$ cat config.mk
export PLATFORM = sky130hd
export DESIGN_NAME = muldiv_ctrl_flat
export DESIGN_NICKNAME = d
export VERILOG_FILES = /design/src/rtl/muldiv_ctrl_if.sv /design/src/rtl/muldiv_ctrl.sv /design/src/flat_wrapper.sv
export SDC_FILE = /design/constraint.sdc
export NUM_CORES = 2
export LEC_CHECK = 0
export BUFFER_PORTS_ARGS = -buffer_cell sky130_fd_sc_hd__buf_2
export CAP_MARGIN = 20
export CORE_MARGIN = 2
export CORE_UTILIZATION = 60
export DETAILED_ROUTE_END_ITERATION = 6
export GPL_TIMING_DRIVEN = 0
export PLACE_DENSITY = 0.77
export SYNTH_ARGS = -nofsm -noshare
export SYNTH_HDL_FRONTEND = slang
export SYNTH_SLANG_ARGS = --single-unit
$ cat constraint.sdc
create_clock -name clk -period 14.85 [get_ports clk]
set_clock_uncertainty 0.05 [all_clocks]
set_input_delay 1.485 -clock clk [delete_from_list [all_inputs] [get_ports clk]]
set_output_delay 1.485 -clock clk [all_outputs]
set_load 0.01 [all_outputs]
$ cat src/rtl/muldiv_ctrl_if.sv
// rtl/muldiv_ctrl_if.sv - pipeline and divider signal bundle for the HI/LO multiply/divide controller
interface muldiv_ctrl_if;
  logic        op_valid;
  logic [2:0]  op;
  logic [31:0] rs_val;
  logic [31:0] rt_val;
  logic        flush;
  logic        stall;
  logic [31:0] hi;
  logic [31:0] lo;
  logic        div_start;
  logic        div_sign;
  logic [31:0] div_dividend;
  logic [31:0] div_divider;
  logic        div_ready;
  logic [31:0] div_quotient;
  logic [31:0] div_remainder;

  // Pipeline plus external divider, as seen from outside the controller
  modport master (
    output op_valid, op, rs_val, rt_val, flush, div_ready, div_quotient, div_remainder,
    input  stall, hi, lo, div_start, div_sign, div_dividend, div_divider
  );

  // The controller itself
  modport slave (
    input  op_valid, op, rs_val, rt_val, flush, div_ready, div_quotient, div_remainder,
    output stall, hi, lo, div_start, div_sign, div_dividend, div_divider
  );
endinterface

$ cat src/rtl/muldiv_ctrl.sv
// rtl/muldiv_ctrl.sv - HI/LO register controller with single-cycle multiply and iterative divider sequencing
module muldiv_ctrl #(
  parameter int DIV_LATENCY = 32
) (
  input  logic         clk,
  input  logic         rst,
  muldiv_ctrl_if.slave bus
);

  typedef enum logic [1:0] {IDLE, START, WAIT, DRAIN} state_t;

  localparam logic [2:0] OP_MULT  = 3'd1;
  localparam logic [2:0] OP_MULTU = 3'd2;
  localparam logic [2:0] OP_DIV   = 3'd3;
  localparam logic [2:0] OP_DIVU  = 3'd4;
  localparam logic [2:0] OP_MTHI  = 3'd5;
  localparam logic [2:0] OP_MTLO  = 3'd6;
  localparam logic [5:0] LAT      = 6'(DIV_LATENCY);

  state_t      state, next_state;
  logic [5:0]  cnt;
  logic [31:0] hi_r, lo_r;
  logic [31:0] opa_r, opb_r;
  logic        sign_r;
  logic        stall_c, start_c, wr_div;

  logic        accept, is_div, rt_zero, div_done;
  logic [63:0] mul_a, mul_b, prod;

  assign accept   = (state == IDLE) && bus.op_valid && !bus.flush;
  assign is_div   = (bus.op == OP_DIV) || (bus.op == OP_DIVU);
  assign rt_zero  = (bus.rt_val == 32'd0);
  assign div_done = (cnt == LAT) && bus.div_ready;

  // Signed product uses sign-extended operands; the low 64 bits are then exact.
  assign mul_a = (bus.op == OP_MULT) ? {{32{bus.rs_val[31]}}, bus.rs_val} : {32'd0, bus.rs_val};
  assign mul_b = (bus.op == OP_MULT) ? {{32{bus.rt_val[31]}}, bus.rt_val} : {32'd0, bus.rt_val};
  assign prod  = mul_a * mul_b;

  // State register; reset parks in DRAIN so an interrupted divide runs out first
  always_ff @(posedge clk) begin
    if (rst) state <= DRAIN;
    else     state <= next_state;
  end

  // Next-state, stall and divider start decode; a flush in WAIT kills the write
  always_comb begin
    next_state = state;
    stall_c    = 1'b1;
    start_c    = 1'b0;
    wr_div     = 1'b0;
    case (state)
      IDLE: begin
        stall_c = 1'b0;
        if (accept && is_div && !rt_zero) next_state = START;
      end
      START: begin
        start_c    = 1'b1;
        next_state = bus.flush ? DRAIN : WAIT;
      end
      WAIT: begin
        if (bus.flush) begin
          next_state = DRAIN;
        end else if (div_done) begin
          wr_div     = 1'b1;
          next_state = IDLE;
        end
      end
      DRAIN: begin
        if (div_done) next_state = IDLE;
      end
      default: next_state = DRAIN;
    endcase
  end

  // Divider cycle counter: cleared in START, saturating count in WAIT/DRAIN
  always_ff @(posedge clk) begin
    if (rst) begin
      cnt <= 6'd0;
    end else if (state == START) begin
      cnt <= 6'd0;
    end else if ((state == WAIT || state == DRAIN) && cnt != LAT) begin
      cnt <= cnt + 6'd1;
    end
  end

  // Operand registers feeding the divider, frozen until the divide leaves WAIT/DRAIN
  always_ff @(posedge clk) begin
    if (rst) begin
      opa_r  <= 32'd0;
      opb_r  <= 32'd0;
      sign_r <= 1'b0;
    end else if (accept && is_div && !rt_zero) begin
      opa_r  <= bus.rs_val;
      opb_r  <= bus.rt_val;
      sign_r <= (bus.op == OP_DIV);
    end
  end

  // Architectural HI/LO updates: divider completion or a single-cycle op accepted in IDLE
  always_ff @(posedge clk) begin
    if (rst) begin
      hi_r <= 32'd0;
      lo_r <= 32'd0;
    end else if (wr_div) begin
      hi_r <= bus.div_remainder;
      lo_r <= bus.div_quotient;
    end else if (accept) begin
      case (bus.op)
        OP_MULT, OP_MULTU: begin
          hi_r <= prod[63:32];
          lo_r <= prod[31:0];
        end
        OP_MTHI: hi_r <= bus.rs_val;
        OP_MTLO: lo_r <= bus.rs_val;
        OP_DIV, OP_DIVU: begin
          if (rt_zero) begin
            hi_r <= bus.rs_val;
            lo_r <= 32'hFFFF_FFFF;
          end
        end
        default: ;
      endcase
    end
  end

  assign bus.stall        = stall_c;
  assign bus.div_start    = start_c;
  assign bus.div_sign     = sign_r;
  assign bus.div_dividend = opa_r;
  assign bus.div_divider  = opb_r;
  assign bus.hi           = hi_r;
  assign bus.lo           = lo_r;

endmodule

$ cat src/flat_wrapper.sv
// flat-port wrapper written by rule: the top's interface ports become plain ports
module muldiv_ctrl_flat 
#(
  parameter int DIV_LATENCY = 32
)
  (clk, rst, bus_op_valid, bus_op, bus_rs_val, bus_rt_val, bus_flush, bus_div_ready, bus_div_quotient, bus_div_remainder, bus_stall, bus_hi, bus_lo, bus_div_start, bus_div_sign, bus_div_dividend, bus_div_divider);
  muldiv_ctrl_if bus_i ();
  input  logic clk;
  input  logic rst;
  input wire logic [$bits(bus_i.op_valid)-1:0] bus_op_valid;
  input wire logic [$bits(bus_i.op)-1:0] bus_op;
  input wire logic [$bits(bus_i.rs_val)-1:0] bus_rs_val;
  input wire logic [$bits(bus_i.rt_val)-1:0] bus_rt_val;
  input wire logic [$bits(bus_i.flush)-1:0] bus_flush;
  input wire logic [$bits(bus_i.div_ready)-1:0] bus_div_ready;
  input wire logic [$bits(bus_i.div_quotient)-1:0] bus_div_quotient;
  input wire logic [$bits(bus_i.div_remainder)-1:0] bus_div_remainder;
  output wire logic [$bits(bus_i.stall)-1:0] bus_stall;
  output wire logic [$bits(bus_i.hi)-1:0] bus_hi;
  output wire logic [$bits(bus_i.lo)-1:0] bus_lo;
  output wire logic [$bits(bus_i.div_start)-1:0] bus_div_start;
  output wire logic [$bits(bus_i.div_sign)-1:0] bus_div_sign;
  output wire logic [$bits(bus_i.div_dividend)-1:0] bus_div_dividend;
  output wire logic [$bits(bus_i.div_divider)-1:0] bus_div_divider;
  assign bus_i.op_valid = bus_op_valid;
  assign bus_i.op = bus_op;
  assign bus_i.rs_val = bus_rs_val;
  assign bus_i.rt_val = bus_rt_val;
  assign bus_i.flush = bus_flush;
  assign bus_i.div_ready = bus_div_ready;
  assign bus_i.div_quotient = bus_div_quotient;
  assign bus_i.div_remainder = bus_div_remainder;
  assign bus_stall = bus_i.stall;
  assign bus_hi = bus_i.hi;
  assign bus_lo = bus_i.lo;
  assign bus_div_start = bus_i.div_start;
  assign bus_div_sign = bus_i.div_sign;
  assign bus_div_dividend = bus_i.div_dividend;
  assign bus_div_divider = bus_i.div_divider;
  muldiv_ctrl #(.DIV_LATENCY(DIV_LATENCY)) u_core (.clk(clk), .rst(rst), .bus(bus_i));
endmodule
Word level (Yosys, flattened, before mapping). Cells that the tools add are included.

Output and inout bits: 131. Register bits after elaboration: 137. Input bits: 136. Word-level logic and storage cells: 62.

Equal/unequal tests: 13. Add/sub/neg operators: 1. Multiply operators: 1. Mux-type cells: 20. Reduce and logical (&&, ||, !) cells: 20.

Operators by type and width (number): two-way mux 32 bit (6); one-hot mux 32 bit (3 select lines) (2); two-way mux 64 bit (2); multiplier 64 x 64 -> 64 bit (1); logical NOT 32 bit (1); == test 3 bit, second input constant (3); one-hot mux 2 bit (4 select lines) (1); nonzero test 4 bit (2); adder 6 x 1 -> 6 bit, second input constant (1); == test 3 x 2 -> 1 bit, second input constant (2); == test 6 bit, second input constant (1); logical AND 1 bit (6); two-way mux 1 bit (6); two-way mux 2 bit (3); != test 6 bit, second input constant (1); AND reduction 3 bit (2); OR reduction 2 bit (3); == test 2 bit, second input constant (2); == test 3 x 1 -> 1 bit, second input constant (1); != test 3 x 1 -> 1 bit, second input constant (1); == test 2 x 1 -> 1 bit, second input constant (1); logical NOT 1 bit (2); logical NOT 2 bit (1); logical OR 1 bit (2); other kinds (2) (2).

Depth between registers and ports, before layout.
Word-level depth: 7. Mapped depth: 38. Depth with buffers taken out: 34.

Least setup slack after synthesis. Ideal clock, no wire load.

Path type: in2reg. Start: in bus_op[2]. End: reg u_core.hi_r[31] (netlist: u_core.bus.hi[31]). Slack: 4.308 ns. Stages: 32. Arrival: 10.389 ns. Setup time: 0.103 ns. Buffers on the path: 2. Data required time: 14.697 ns. Cells stage by stage: inv_1 -> and3_1 -> and2_1 -> clkbuf_1 -> clkbuf_1 -> nand2_1 -> inv_1 -> fa_1 -> inv_1 -> fa_1 -> inv_1 -> fa_1 -> inv_1 -> fa_1 -> inv_1 -> fa_1 -> fa_1 -> inv_1 -> fa_1 -> fa_1 -> fa_1 -> fa_1 -> xor2_1 -> xnor2_1 -> xnor2_1 -> xnor2_1 -> xnor2_1 -> xnor3_1 -> or2_0 -> a31oi_1 -> a211oi_1 -> a2111oi_2.

Longest elaborated chain between the ends: 6. Elaborated cells between the ends (all ways): 16. Those cells by class: mul: 1; eq/ne: 6; mux: 5; reduce/logical: 4.

RTL lines: start: declaration (RTL line flat_wrapper.sv:11) `input wire logic [$bits(bus_i.op)-1:0] bus_op;`; == test 3 x 1 -> 1 bit (RTL line muldiv_ctrl.sv:36, muldiv_ctrl.sv:37, muldiv_ctrl.sv:109); two-way mux 64 bit, on equally long branches (RTL line muldiv_ctrl.sv:36, muldiv_ctrl.sv:37); multiplier 64 x 64 -> 64 bit (RTL line muldiv_ctrl.sv:38) `assign prod = mul_a * mul_b;`; one-hot mux 32 bit (3 select lines) (RTL line muldiv_ctrl.sv:109) `case (bus.op)`; two-way mux 32 bit (RTL line muldiv_ctrl.sv:108) `end else if (accept) begin`; two-way mux 32 bit (RTL line muldiv_ctrl.sv:105) `end else if (wr_div) begin`; end signal: assignment (RTL line muldiv_ctrl.sv:106) `hi_r <= bus.div_remainder;`; end signal: assignment (RTL line muldiv_ctrl.sv:111) `hi_r <= prod[63:32];`; end signal: assignment (RTL line muldiv_ctrl.sv:114) `OP_MTHI: hi_r <= bus.rs_val;`; end: declaration (RTL line muldiv_ctrl.sv:22) `logic [31:0] hi_r, lo_r;`.

Several ways; a longest one is shown, not always the timed one. The select of a mux whose other input is x is not followed. A chain may end at the register's enable or synchronous reset.

Final worst setup path.
Start: in bus_op[1]. End: reg u_core.hi_r[28] (netlist: u_core.bus.hi[28]).

Same word-level chain as after synthesis.

==> results.py <==
metrics = {
    "floorplanning": {
        "fp.dieArea_sq_um": 92000,
        "fp.dieW_um": 303,
        "core_sq_um": 88500,
        "rows": 109,
        "initial_core_util_pct": 60.7,
        "die_y_um": 303,
        "io_pins": 267,
    },
    "sta": {
        "rsz0062_at_grt": "no",
        "hold_slack_ns": 0.395,
        "drv_slew": 0,
        "finalCriticalPeriod_ns": 13.05,
        "tightest_slew_ns": 1.36,
        "maxSlewHeadroom_pct": 9.66,
        "finalSetupViolCount": 0,
        "fin_crit_sh_pct": 87.9,
        "fin_tns_setup_ns": 0,
        "hold_viol_final": 0,
        "max_clock_freq_ghz": 0.0766,
    },
    "drt": {
        "wirelength_mm": 215,
        "viasPerCell": 6.10,
        "drc": 0,
        "wl_per_cell_um": 29.0,
        "ant_nets": 0,
        "num_vias": 45200,
        "drt_iter0_drc": 4892,
        "drt_pass1_iterations": 6,
    },
    "yosys": {
        "synth_fa_ha_area_share_pct": 60.2,
        "synth_mux_area_share_pct": 0.0932,
        "synth-seq-area-share_pct": 5.10,
        "synthFlopType": "dfxtp_1",
        "synth_compound_area_share_pct": 5.76,
        "yosysUniqueCellTypes": 76,
        "postSynth.asyncResetShare_pct": 0,
        "syn_nets": 7797,
        "ys_warn_count": 0,
        "ys_ff_latch": 137,
        "synth_area_sq_um": 53700,
        "syn_avg_cell_area_sq_um": 9.06,
        "synth_edf_count": 0,
        "synth_cells": 5932,
        "yosys.area_share.simple_pct": 14.1,
        "synth_top_family_by_area": "adder cells",
        "synth-xor-area-share_pct": 1.90,
    },
    "worst_setup_path": {
        "critical_path.max_stage_delay_ns": 0.86,
        "crit_required_ns": 15.21,
        "startpoint": "bus_op[1]",
        "arrival_ns": 13.40,
        "reg2reg_from": "u_core.cnt[1]",
        "crit_path_end_kind": "flop",
        "crit_buf_inv": 11,
        "worstReg2RegEnd": "u_core.bus.hi[27]",
        "reg2reg_slack_ns": 11.46,
        "crit_path_end": "u_core.bus.hi[28]",
        "start_kind": "primary input",
        "reg2regPathDepth": 13,
        "cpMaxStageDelayCell": "fa_1",
        "critPathTopFamily": "adder cells",
        "cp_common_cell": "fa_1",
        "cp_max_fo": 10,
        "cp.depth": 35,
        "crit_type": "in -> reg",
    },
    "finish": {
        "utilization_pct": 65.0,
        "design_area_sq_um": 57500,
        "final_cell_mix": "1,490 x inv_1, 1,419 x fa_1, 904 x nand2_1, 423 x and2_1, 331 x clkbuf_1",
        "areaGrowthSynthToFinish_pct": 7.10,
        "final_common_cell": "inv_1",
        "layout-drive-gt1-share_pct": 5.11,
        "nets": 8074,
    },
    "clock_network": {
        "cts_htree_levels": 4,
        "cts_resized": 0,
        "root_buffer": "clkbuf_16",
        "post_cts.repair.setup_buffers": 0,
        "cts_tree": "yes",
        "path_clk_slew_ns": 0.07,
        "cts_num_sinks": 137,
        "numCtsBuffers": 17,
        "clockBufferDepth": 2,
        "clkLatencyLatePin_ns": 0.49,
        "holdBufCountCts": 0,
    },
    "global_route": {
        "grt_pass1_vias": 47700,
        "grt_overflow": 0,
        "grt_max_degree": 27,
        "grt_pass1_wl_mm": 309,
        "antenna_found_initial": 29,
        "grt.total_usage_pct": 48.3,
    },
    "min_path": {
        "holdCritPathClass": "reg -> reg",
    },
    "placed_design": {
        "io_buffers": 224,
        "dpl.hpwl_mm": 182,
        "routabilityCongestion": 1.07,
        "placed_area_sq_um": 56800,
    },
    "job": {
        "maxCapViolCount": 0,
    },
    "outcome": {
        "status": "finished, final reports clean",
    },
}
-- kinds of logic (layout without fill, tap and decap cells) --
logic type	Yosys count	after routing
mux	5	5
flops	137	137
simple gates	1626	1626
buf+inv	1840	2128
xor+xnor	115	115
compound gates	476	476
fa+ha+maj	1733	1733
other cells	0	26
-- synthesized netlist by cell type (all sizes together), types with 5 or more instances --
master   instances  area [sq um]
o21a            10          75.1
or2              6          37.5
nand3           33           165
xor2            33           289
nor3            23           120
mux2i            5          50.1
or3              8          50.1
nor2           116           435
buf             15          58.8
inv           1491          5600
a21o            40           300
nand2          905          3400
nand2b          14          87.6
a2111oi         12           118
a21oi          190           966
xnor2           81           709
and3            37           231
nor2b            7          43.8
o31ai            7          52.6
o211ai          22           165
o21ai           71           355
o22ai            5          31.3
fa            1419         28400
and2           423          2650
ha             310          3880
and4             7          61.3
o221ai          14           123
a31oi           11          83.8
o21bai           9          67.6
nand4           19           119
a311oi           6          52.6
a221oi          14           129
a211oi          22           170
nor4            20           125
dfxtp          137          2740
clkbuf         334          1250
-- metrics by stage --
step                      std cells  setup slack, ns
after floorplan                5932             4.31
after global placement         7321             1.75
after detailed placement       7350             1.59
after CTS                      7380             2.05
after global routing           7388             1.48
final                          7411             1.80
-- worst min path at each step --
| stage | start | to | slack, ns | depth (start not counted) |
|---|---|---|---|---|
| floorplan | u_core.bus.hi[27] | u_core.bus.hi[27] | 0.41 | 2 |
| detailed placement | u_core.bus.hi[27] | u_core.bus.hi[27] | 0.38 | 2 |
| finish | u_core.bus.hi[27] | u_core.bus.hi[27] | 0.39 | 2 |
| CTS | u_core.bus.hi[27] | u_core.bus.hi[27] | 0.40 | 2 |
| global route | u_core.bus.div_divider[26] | u_core.bus.div_divider[26] | 0.42 | 2 |
| global placement | u_core.bus.hi[27] | u_core.bus.hi[27] | 0.38 | 2 |
-- flip-flops by register name (all words and copies together), names as in the netlist --
register	cells
u_core.bus.div_dividend	32
u_core.bus.lo	32
u_core.bus.div_divider	32
u_core.bus.hi	32
u_core.state	2
u_core.cnt	6
u_core.bus.div_sign	1
-- routing by layer --
metal  global-route usage, %  vias up  share of wire (%)
li1                        -    17900                  -
met1                    56.0    23000                 33
met2                    72.6     3268                 44
met3                    13.1     1113                 11
met5                       0        -              0.032
met4                    46.3        8                 12
-- worst min-delay path, stage by stage (launching register included) --
cell and delay [ns]:
dfxtp_1 0.31, nand2_1 0.06, nand2_1 0.04
-- cell type report --
class	instances	area, sq um
Multi-Input combinational cell	3955	44100
Fill cell	7603	31000
Inverter	1491	5600
Sequential cell	137	2740
Timing Repair Buffer	258	1690
Tap cell	1165	1460
Buffer	349	1320
Clock buffer	19	453
Clock inverter	11	146
Antenna cell	26	65.1
Power is not shown: default switching activity piles up to over one toggle a cycle in this logic, so the estimate is an artifact.
